`src/rtl/axi_sram_responder_if.sv`:
```
// axi_sram_responder_if
// Purpose : AXI-lite style channel bundle (AR/R/AW/W/B) between the bus initiator and the SRAM responder.
// Ports   : 18-bit word addresses, 16-bit data, valid/ready on every channel; no write strobes or response codes.
// Modports: master = bus initiator side, slave = responder side.
interface axi_sram_responder_if;
  logic [17:0] ar_addr;
  logic        ar_valid;
  logic        ar_ready;
  logic [15:0] r_data;
  logic        r_valid;
  logic        r_ready;
  logic [17:0] aw_addr;
  logic        aw_valid;
  logic        aw_ready;
  logic [15:0] w_data;
  logic        w_valid;
  logic        w_ready;
  logic        b_valid;
  logic        b_ready;

  modport master (
    output ar_addr, ar_valid, input ar_ready,
    input  r_data, r_valid, output r_ready,
    output aw_addr, aw_valid, input aw_ready,
    output w_data, w_valid, input w_ready,
    input  b_valid, output b_ready
  );

  modport slave (
    input  ar_addr, ar_valid, output ar_ready,
    output r_data, r_valid, input r_ready,
    input  aw_addr, aw_valid, output aw_ready,
    input  w_data, w_valid, output w_ready,
    output b_valid, input b_ready
  );
endinterface

```
`src/rtl/axi_sram_responder.sv`:
```
// axi_sram_responder
// Purpose     : executes each AXI-lite read/write as one access to an asynchronous SRAM, WAIT_CYCLES extra strobe cycles.
// Latency     : read r_valid WAIT_CYCLES+2 cycles after the AR handshake cycle; write b_valid WAIT_CYCLES+4 cycles after AW and W are both held.
// Backpressure: one transaction in flight; all readies drop outside IDLE, R/B held stable until r_ready/b_ready.
// Ports       : clk, rst_n; axi (slave modport, AR/R/AW/W/B channels); sram_* pad-side pins (dq split into o/i/oe); busy.
module axi_sram_responder #(
  parameter int unsigned WAIT_CYCLES = 2
) (
  input  logic                      clk,
  input  logic                      rst_n,
  axi_sram_responder_if.slave       axi,
  output logic [17:0]               sram_addr,
  output logic [15:0]               sram_dq_o,
  input  logic [15:0]               sram_dq_i,
  output logic                      sram_dq_oe,
  output logic                      sram_ce_n,
  output logic                      sram_oe_n,
  output logic                      sram_we_n,
  output logic                      busy
);

  localparam logic [3:0] WAIT_CNT = 4'(WAIT_CYCLES);

  typedef enum logic [2:0] {
    IDLE,
    RD_STRB,
    RD_RESP,
    WR_SETUP,
    WR_PULSE,
    WR_HOLD,
    WR_RESP
  } state_t;

  state_t      state, state_nxt;
  logic [3:0]  cnt, cnt_nxt;
  logic        aw_held, aw_held_nxt;
  logic        w_held, w_held_nxt;
  logic [17:0] aw_addr_q, aw_addr_nxt;
  logic [15:0] w_data_q, w_data_nxt;
  logic        r_valid, r_valid_nxt;
  logic [15:0] r_data, r_data_nxt;
  logic        b_valid, b_valid_nxt;
  logic [17:0] addr_nxt;
  logic [15:0] dq_o_nxt;
  logic        dq_oe_nxt, ce_n_nxt, oe_n_nxt, we_n_nxt;

  logic idle;
  logic ar_ready, aw_ready, w_ready;

  assign idle     = (state == IDLE);
  assign aw_ready = idle & ~aw_held;
  assign w_ready  = idle & ~w_held;
  // Any write activity, pending or just offered, blocks reads so writes win ties.
  assign ar_ready = idle & ~aw_held & ~w_held & ~axi.aw_valid & ~axi.w_valid;

  assign axi.ar_ready = ar_ready;
  assign axi.aw_ready = aw_ready;
  assign axi.w_ready  = w_ready;
  assign axi.r_valid  = r_valid;
  assign axi.r_data   = r_data;
  assign axi.b_valid  = b_valid;
  assign busy         = ~idle;

  always_comb begin
    state_nxt   = state;
    cnt_nxt     = cnt;
    aw_held_nxt = aw_held;
    w_held_nxt  = w_held;
    aw_addr_nxt = aw_addr_q;
    w_data_nxt  = w_data_q;
    r_valid_nxt = r_valid;
    r_data_nxt  = r_data;
    b_valid_nxt = b_valid;
    addr_nxt    = sram_addr;
    dq_o_nxt    = sram_dq_o;
    dq_oe_nxt   = sram_dq_oe;
    ce_n_nxt    = sram_ce_n;
    oe_n_nxt    = sram_oe_n;
    we_n_nxt    = sram_we_n;

    // AW and W are captured independently; readies are already 0 outside IDLE.
    if (axi.aw_valid && aw_ready) begin
      aw_held_nxt = 1'b1;
      aw_addr_nxt = axi.aw_addr;
    end
    if (axi.w_valid && w_ready) begin
      w_held_nxt = 1'b1;
      w_data_nxt = axi.w_data;
    end

    case (state)
      IDLE: begin
        if (aw_held && w_held) begin
          // Address, data and chip enable go out together; WE stays high for setup.
          state_nxt   = WR_SETUP;
          aw_held_nxt = 1'b0;
          w_held_nxt  = 1'b0;
          addr_nxt    = aw_addr_q;
          dq_o_nxt    = w_data_q;
          dq_oe_nxt   = 1'b1;
          ce_n_nxt    = 1'b0;
          we_n_nxt    = 1'b1;
        end else if (axi.ar_valid && ar_ready) begin
          state_nxt = RD_STRB;
          addr_nxt  = axi.ar_addr;
          ce_n_nxt  = 1'b0;
          oe_n_nxt  = 1'b0;
          cnt_nxt   = WAIT_CNT;
        end
      end
      RD_STRB: begin
        if (cnt == 4'd0) begin
          // Capture while OE is still low; the SRAM output is valid this cycle.
          r_data_nxt  = sram_dq_i;
          ce_n_nxt    = 1'b1;
          oe_n_nxt    = 1'b1;
          r_valid_nxt = 1'b1;
          state_nxt   = RD_RESP;
        end else begin
          cnt_nxt = cnt - 4'd1;
        end
      end
      RD_RESP: begin
        if (axi.r_ready) begin
          r_valid_nxt = 1'b0;
          state_nxt   = IDLE;
        end
      end
      WR_SETUP: begin
        cnt_nxt   = WAIT_CNT;
        we_n_nxt  = 1'b0;
        state_nxt = WR_PULSE;
      end
      WR_PULSE: begin
        if (cnt == 4'd0) begin
          we_n_nxt  = 1'b1;
          state_nxt = WR_HOLD;
        end else begin
          cnt_nxt = cnt - 4'd1;
        end
      end
      WR_HOLD: begin
        // Data and address outlive the WE rising edge by one cycle.
        dq_oe_nxt   = 1'b0;
        ce_n_nxt    = 1'b1;
        b_valid_nxt = 1'b1;
        state_nxt   = WR_RESP;
      end
      WR_RESP: begin
        if (axi.b_ready) begin
          b_valid_nxt = 1'b0;
          state_nxt   = IDLE;
        end
      end
      default: state_nxt = IDLE;
    endcase
  end

  always_ff @(posedge clk or negedge rst_n) begin
    if (!rst_n) begin
      state      <= IDLE;
      cnt        <= 4'd0;
      aw_held    <= 1'b0;
      w_held     <= 1'b0;
      aw_addr_q  <= 18'd0;
      w_data_q   <= 16'd0;
      r_valid    <= 1'b0;
      r_data     <= 16'd0;
      b_valid    <= 1'b0;
      sram_addr  <= 18'd0;
      sram_dq_o  <= 16'd0;
      sram_dq_oe <= 1'b0;
      sram_ce_n  <= 1'b1;
      sram_oe_n  <= 1'b1;
      sram_we_n  <= 1'b1;
    end else begin
      state      <= state_nxt;
      cnt        <= cnt_nxt;
      aw_held    <= aw_held_nxt;
      w_held     <= w_held_nxt;
      aw_addr_q  <= aw_addr_nxt;
      w_data_q   <= w_data_nxt;
      r_valid    <= r_valid_nxt;
      r_data     <= r_data_nxt;
      b_valid    <= b_valid_nxt;
      sram_addr  <= addr_nxt;
      sram_dq_o  <= dq_o_nxt;
      sram_dq_oe <= dq_oe_nxt;
      sram_ce_n  <= ce_n_nxt;
      sram_oe_n  <= oe_n_nxt;
      sram_we_n  <= we_n_nxt;
    end
  end

endmodule
```
`src/flat_wrapper.sv`:
```
// flat-port wrapper written by rule: the top's interface ports become plain ports
module axi_sram_responder_flat 
#(
  parameter int unsigned WAIT_CYCLES = 2
)
  (clk, rst_n, sram_addr, sram_dq_o, sram_dq_i, sram_dq_oe, sram_ce_n, sram_oe_n, sram_we_n, busy, axi_ar_addr, axi_ar_valid, axi_ar_ready, axi_r_data, axi_r_valid, axi_r_ready, axi_aw_addr, axi_aw_valid, axi_aw_ready, axi_w_data, axi_w_valid, axi_w_ready, axi_b_valid, axi_b_ready);
  axi_sram_responder_if axi_i ();
  input  logic clk;
  input  logic rst_n;
  output logic [17:0] sram_addr;
  output logic [15:0] sram_dq_o;
  input  logic [15:0] sram_dq_i;
  output logic sram_dq_oe;
  output logic sram_ce_n;
  output logic sram_oe_n;
  output logic sram_we_n;
  output logic busy;
  input wire logic [$bits(axi_i.ar_addr)-1:0] axi_ar_addr;
  input wire logic [$bits(axi_i.ar_valid)-1:0] axi_ar_valid;
  output wire logic [$bits(axi_i.ar_ready)-1:0] axi_ar_ready;
  output wire logic [$bits(axi_i.r_data)-1:0] axi_r_data;
  output wire logic [$bits(axi_i.r_valid)-1:0] axi_r_valid;
  input wire logic [$bits(axi_i.r_ready)-1:0] axi_r_ready;
  input wire logic [$bits(axi_i.aw_addr)-1:0] axi_aw_addr;
  input wire logic [$bits(axi_i.aw_valid)-1:0] axi_aw_valid;
  output wire logic [$bits(axi_i.aw_ready)-1:0] axi_aw_ready;
  input wire logic [$bits(axi_i.w_data)-1:0] axi_w_data;
  input wire logic [$bits(axi_i.w_valid)-1:0] axi_w_valid;
  output wire logic [$bits(axi_i.w_ready)-1:0] axi_w_ready;
  output wire logic [$bits(axi_i.b_valid)-1:0] axi_b_valid;
  input wire logic [$bits(axi_i.b_ready)-1:0] axi_b_ready;
  assign axi_i.ar_addr = axi_ar_addr;
  assign axi_i.ar_valid = axi_ar_valid;
  assign axi_ar_ready = axi_i.ar_ready;
  assign axi_r_data = axi_i.r_data;
  assign axi_r_valid = axi_i.r_valid;
  assign axi_i.r_ready = axi_r_ready;
  assign axi_i.aw_addr = axi_aw_addr;
  assign axi_i.aw_valid = axi_aw_valid;
  assign axi_aw_ready = axi_i.aw_ready;
  assign axi_i.w_data = axi_w_data;
  assign axi_i.w_valid = axi_w_valid;
  assign axi_w_ready = axi_i.w_ready;
  assign axi_b_valid = axi_i.b_valid;
  assign axi_i.b_ready = axi_b_ready;
  axi_sram_responder #(.WAIT_CYCLES(WAIT_CYCLES)) u_core (.clk(clk), .rst_n(rst_n), .axi(axi_i), .sram_addr(sram_addr), .sram_dq_o(sram_dq_o), .sram_dq_i(sram_dq_i), .sram_dq_oe(sram_dq_oe), .sram_ce_n(sram_ce_n), .sram_oe_n(sram_oe_n), .sram_we_n(sram_we_n), .busy(busy));
endmodule
```
`config.mk`:
```
export PLATFORM = sky130hd
export DESIGN_NAME = axi_sram_responder_flat
export DESIGN_NICKNAME = d
export VERILOG_FILES = /design/src/rtl/axi_sram_responder_if.sv /design/src/rtl/axi_sram_responder.sv /design/src/flat_wrapper.sv
export SDC_FILE = /design/constraint.sdc
export NUM_CORES = 1
export LEC_CHECK = 0
export CAP_MARGIN = 10
export CORE_MARGIN = 2
export CORE_UTILIZATION = 47
export DETAILED_ROUTE_END_ITERATION = 7
export PLACE_DENSITY = 0.81
export SETUP_SLACK_MARGIN = 0.05
export SYNTH_ARGS = -nofsm -noshare
export SYNTH_HDL_FRONTEND = slang
export SYNTH_SLANG_ARGS = --single-unit
```
`constraint.sdc`:
```
create_clock -name clk -period 2.43 [get_ports clk]
set_clock_uncertainty 0.2 [all_clocks]
set_input_delay 0.486 -clock clk [delete_from_list [all_inputs] [get_ports clk]]
set_output_delay 0.486 -clock clk [all_outputs]
set_load 0.1 [all_outputs]
```
* Word-level counts from Yosys, hierarchy flattened
Cells that the tools add are included.
** Cells by class
- Div/mod/pow operators :: 0
- Order comparisons :: 0
- Muxes and demuxes :: 32
- Bitwise operators :: 10
- Reduce and logical (&&, ||, !) cells :: 26
- Add/sub/neg operators :: 1
- Shifts and indexed selects :: 0
- Multipliers :: 0
- Equality and inequality tests :: 15
** Operator list (count)
- two-way mux 18 bit :: 2
- case mux 3 bit (7 select lines) :: 1
- two-way mux 3 bit :: 6
- two-way mux 1 bit :: 13
- two-way mux 4 bit :: 3
- != test 2 bit, second input constant :: 6
- case mux 4 bit (3 select lines) :: 1
- AND reduction 2 bit :: 5
- nonzero test 2 bit :: 5
- equality test 3 bit, second input constant :: 3
- AND reduction 3 bit :: 3
- nonzero test 3 bit :: 3
- case mux 1 bit (2 select lines) :: 4
- AND reduction 4 bit :: 2
- equality test 3 x 2 -> 1 bit, second input constant :: 2
- case mux 1 bit (3 select lines) :: 2
- bitwise AND 1 bit :: 5
- inverter 1 bit :: 5
- AND reduction 5 bit :: 1
- logical AND 1 bit :: 4
- logical NOT 4 bit :: 1
- != test 2 x 1 -> 1 bit, second input constant :: 2
- subtractor 4 x 1 -> 4 bit, second input constant :: 1
- equality test 3 x 1 -> 1 bit, second input constant :: 1
- 3 further kinds :: 3
** Storage, ports and cells
- Register bits after elaboration :: 99
- Input bits :: 75
- Latch bits :: 0
- Memories :: 0
- Word-level logic and storage cells :: 99
- Output and inout port bits :: 60
- Bits in writable memories :: 0
- ROM bits :: 0

* Logic depth before layout (Yosys ltp)
- Word-level depth :: 9
- Depth in mapped cells :: 7

* Worst setup path after synthesis
OpenSTA, ideal clock, no wires.
- Path kind :: register to output
- Start :: register u_core.state[0]
- End :: output axi_ar_ready
- Stages on the path, launching flop included :: 6
- Arrival time :: 2222 ps
- Path slack :: -478 ps
- Buffers on the path :: 1
- Data required time :: 1744 ps
- Cell sequence :: dfrtp_1 buf_6 nor3_4 inv_2 nor2_4 and2_1
** Between the ends
- Longest elaborated chain between the ends :: 5
** Ends and longest elaborated chain
- start, declared :: RTL line axi_sram_responder.sv:34 : state_t state, state_nxt;
- start signal, assigned :: RTL line axi_sram_responder.sv:177 : state <= state_nxt;
- logical NOT 3 bit :: RTL line axi_sram_responder.sv:50 : assign idle = (state == IDLE);
- bitwise AND 1 bit
- net axi_aw_ready :: RTL line flat_wrapper.sv:26 : output wire logic [$bits(axi_i.aw_ready)-1:0] axi_aw_ready;
- bitwise AND 1 bit (3 in series) :: RTL line axi_sram_responder.sv:54 : assign ar_ready = idle & ~aw_held & ~w_held & ~axi.aw_valid & ~axi.w_valid;
- end, declared :: RTL line flat_wrapper.sv:20 : output wire logic [$bits(axi_i.ar_ready)-1:0] axi_ar_ready;
The timed path passes the listed nets, and every way through them passes these cells.

* Worst setup path in the final report
- Start :: input axi_w_valid
- End :: output axi_ar_ready
** Between the ends
- Longest elaborated chain between the ends :: 2
** Ends and longest elaborated chain
- start, declared :: RTL line flat_wrapper.sv:28 : input wire logic [$bits(axi_i.w_valid)-1:0] axi_w_valid;
- inverter 1 bit :: RTL line axi_sram_responder.sv:54
- bitwise AND 1 bit :: RTL line axi_sram_responder.sv:54
Every way passes these cells.

==> results.yml <==
floorplanning:
  core-area_mm2: 0.00911
  die-area_mm2: 0.0100
  die_w_um: 100
  row_count: 35
  ios: 135
  die_h_um: 100
  start_util_pct: 47.6
synthesis:
  synth-seq-cells: 99
  synthFlopType: "dfrtp_1"
  synth_common_cells: "dfrtp_1, nand2_1, o21ai_0"
  yosysTopAreaCellShare_pct: 55.4
  avgSynthCellArea_um2: 11.9
  synth_top_cell_by_area: "dfrtp_1"
  synth.distinct_cells: 44
  yosys_warnings: 0
  syn_area_mm2: 0.00434
  synth-edff-count: 0
  syn_inst: 363
  async_flop_share_pct: 100
  synthesis.nets: 439
  seq_area_frac_synth_pct: 57.2
  synthMostInstantiatedCell: "dfrtp_1"
  synthTopCellsByArea: "dfrtp_1, mux2_2, mux2_4"
timing:
  slew_headroom_pct: 69.7
  rsz0062_at_grt: "false"
  drv_slew: 0
  fin_crit_sh_pct: 95.8
  hold_viol_final: 0
  worstMarginPinSlew_ns: 0.455
  max_freq_ghz: 0.430
  setup_viol: 0
  fin_crit_ns: 2.33
status:
  status: "finished, final reports clean"
cells_and_area:
  fin_area_mm2: 0.00596
  drive_gt1_share_pct: 31.4
  diodes: 0
  final_nets: 585
  area_growth_syn_to_layout_pct: 37.4
setup_path:
  timing_worst_setup_path_type: "in -> out"
  r2r-start: "u_core.cnt[0]$_DFFE_PN0P_"
  cp_data_arrival_time_ns: 1.64
  reg2reg_depth: 6
  regToRegSetupSlack_ns: 0.25
  cp_max_fo: 4
  reg2reg_to: "u_core.state[1]$_DFFE_PN0P_"
  cp-start-kind: "primary input"
  cp_data_required_time_ns: 1.74
  startpoint: "axi_w_valid"
  worstSetupEndpoint: "axi_ar_ready"
  end_kind: "output port"
grt:
  grt_pass1_wl_um: 16200
  gr-total-overflow: 0
  grtUsageTotal_pct: 20.5
  antenna_found_initial: 0
  grt_max_degree: 43
  grt_pass1_vias: 3336
cts:
  cts_sinks: 99
  cts.htree.levels: 3
  ctsLongestPathBuffers: 2
  cts_made_buffers: 9
  clk_latency_ns: 0.35
  root_buffer: "clkbuf_8"
  cts_tree: "built"
  clk_pin_slew_ns: 0.10
route:
  drtIter0Drc: 107
  drtAntennaViolNets: 0
  wl_um: 10100
  drcViolationCount: 0
  vias_per_cell: 5.29
  via_count: 3293
  avgRoutedWirePerCell_um: 16.3
  drtPass1Iterations: 4
placement:
  numPortBuffers: 134
  dp.final_hpwl_um: 7350
  place_congestion: 0.835
  placed_area_mm2: 0.00574
run:
  drv_cap: 0
hold_path:
  hold_path_class: "reg -> reg"
-- timing repair --
action                                  in CTS  in global routing
endpoints found under the setup margin       1                  1
setup buffers                                1                  2
hold buffers                                 1                  0
gates resized for setup                      0                  1
hold endpoints to repair                    30                  0
pin swaps                                    1                  1
-- sequential cells by signal, summed over array words and instances (netlist names) --
signal and cells:
u_core.aw_addr_q 18, u_core.aw_held 1, u_core.axi.b_valid 1, u_core.axi.r_data 16
u_core.axi.r_valid 1, u_core.cnt 4, u_core.sram_addr 18, u_core.sram_ce_n 1
u_core.sram_dq_o 16, u_core.sram_dq_oe 1, u_core.sram_oe_n 1, u_core.sram_we_n 1
u_core.state 3, u_core.w_data_q 16, u_core.w_held 1
-- cell families after synthesis --
family	Yosys count	synth area share, %
AOI/OAI and AO/OA	69	8.92
muxes	69	19.1
and+or+nand+nor	97	11.0
buffers and inverters	27	3.32
xor gates and xnor gates	1	0.202
DFF	99	57.2
adders and majority gates	1	0.288
-- critical path: stages --
cell             delay (ns)
clkdlybuf4s50_1        0.49
nor3_2                 0.18
buf_4                  0.16
and2_4                 0.16
buf_12                 0.17
-- worst min path at each step --
stage | from | endpoint | cells past startpoint
finish | u_core.w_data_q[0]$_DFFE_PN0P_ | u_core.sram_dq_o[0]$_DFFE_PN0P_ | 2
floorplan | rst_n | u_core.aw_addr_q[0]$_DFFE_PN0P_ | 0
global placement | u_core.w_data_q[15]$_DFFE_PN0P_ | u_core.sram_dq_o[15]$_DFFE_PN0P_ | 2
CTS | u_core.w_data_q[0]$_DFFE_PN0P_ | u_core.sram_dq_o[0]$_DFFE_PN0P_ | 2
detailed placement | u_core.w_data_q[0]$_DFFE_PN0P_ | u_core.sram_dq_o[0]$_DFFE_PN0P_ | 2
global route | u_core.w_data_q[2]$_DFFE_PN0P_ | u_core.sram_dq_o[2]$_DFFE_PN0P_ | 2
-- final cells by class --
| type | count | area [µm²] |
|---|---|---|
| clock buffers | 9 | 124 |
| repair buffers | 156 | 1420 |
| fillers | 720 | 3150 |
| flip-flops and latches | 99 | 2480 |
| well taps | 111 | 139 |
| multi-input cells | 237 | 1720 |
| inverters | 6 | 22.5 |
| clock inverters | 5 | 56.3 |
-- routing by layer --
layer / share of wire [%] / up-vias / global-route usage [%]
li1: - / 1545 / -
met1: 42 / 1630 / 26.2
met2: 51 / 93 / 34.6
met3: 4.0 / 25 / 3.48
met4: 2.7 / 0 / 9.17
met5: 0 / - / 0
-- through the flow --
| stage | cells | setup TNS, ns | hold slack (ns) | worst slack, ns | utilization [%] |
|---|---|---|---|---|---|
| final | 623 | 0 | 0.254 | 0.102 | 65.4 |
| after global routing | 623 | 0 | 0.305 | 0.0472 | 65.4 |
| after CTS | 621 | 0 | 0.261 | 0.0602 | 65.2 |
| after detailed placement | 605 | 0 | 0.251 | 0.0525 | 63.0 |
| after global placement | 605 | 0 | 0.244 | 0.0783 | 63.0 |
| after floorplan | 363 | -0.0849 | -0.00959 | -0.0849 | - |
-- cell usage in the layout, fill, tap and decap left out, types with 9 or more instances in the layout --
| cell | synthesis | layout |
|---|---|---|
| nor2_1 | 9 | 9 |
| clkdlybuf4s50_1 | 0 | 73 |
| a21oi_1 | 11 | 11 |
| mux2_4 | 20 | 20 |
| mux2_2 | 30 | 30 |
| clkbuf_8 | 0 | 9 |
| dfrtp_1 | 96 | 96 |
| buf_4 | 3 | 77 |
| o21ai_0 | 42 | 42 |
| mux2i_1 | 19 | 19 |
| nand2_1 | 60 | 60 |
Power is left out: the tool's default activity adds up to more than one toggle a clock period on the data nets, which glitch-free logic cannot reach.
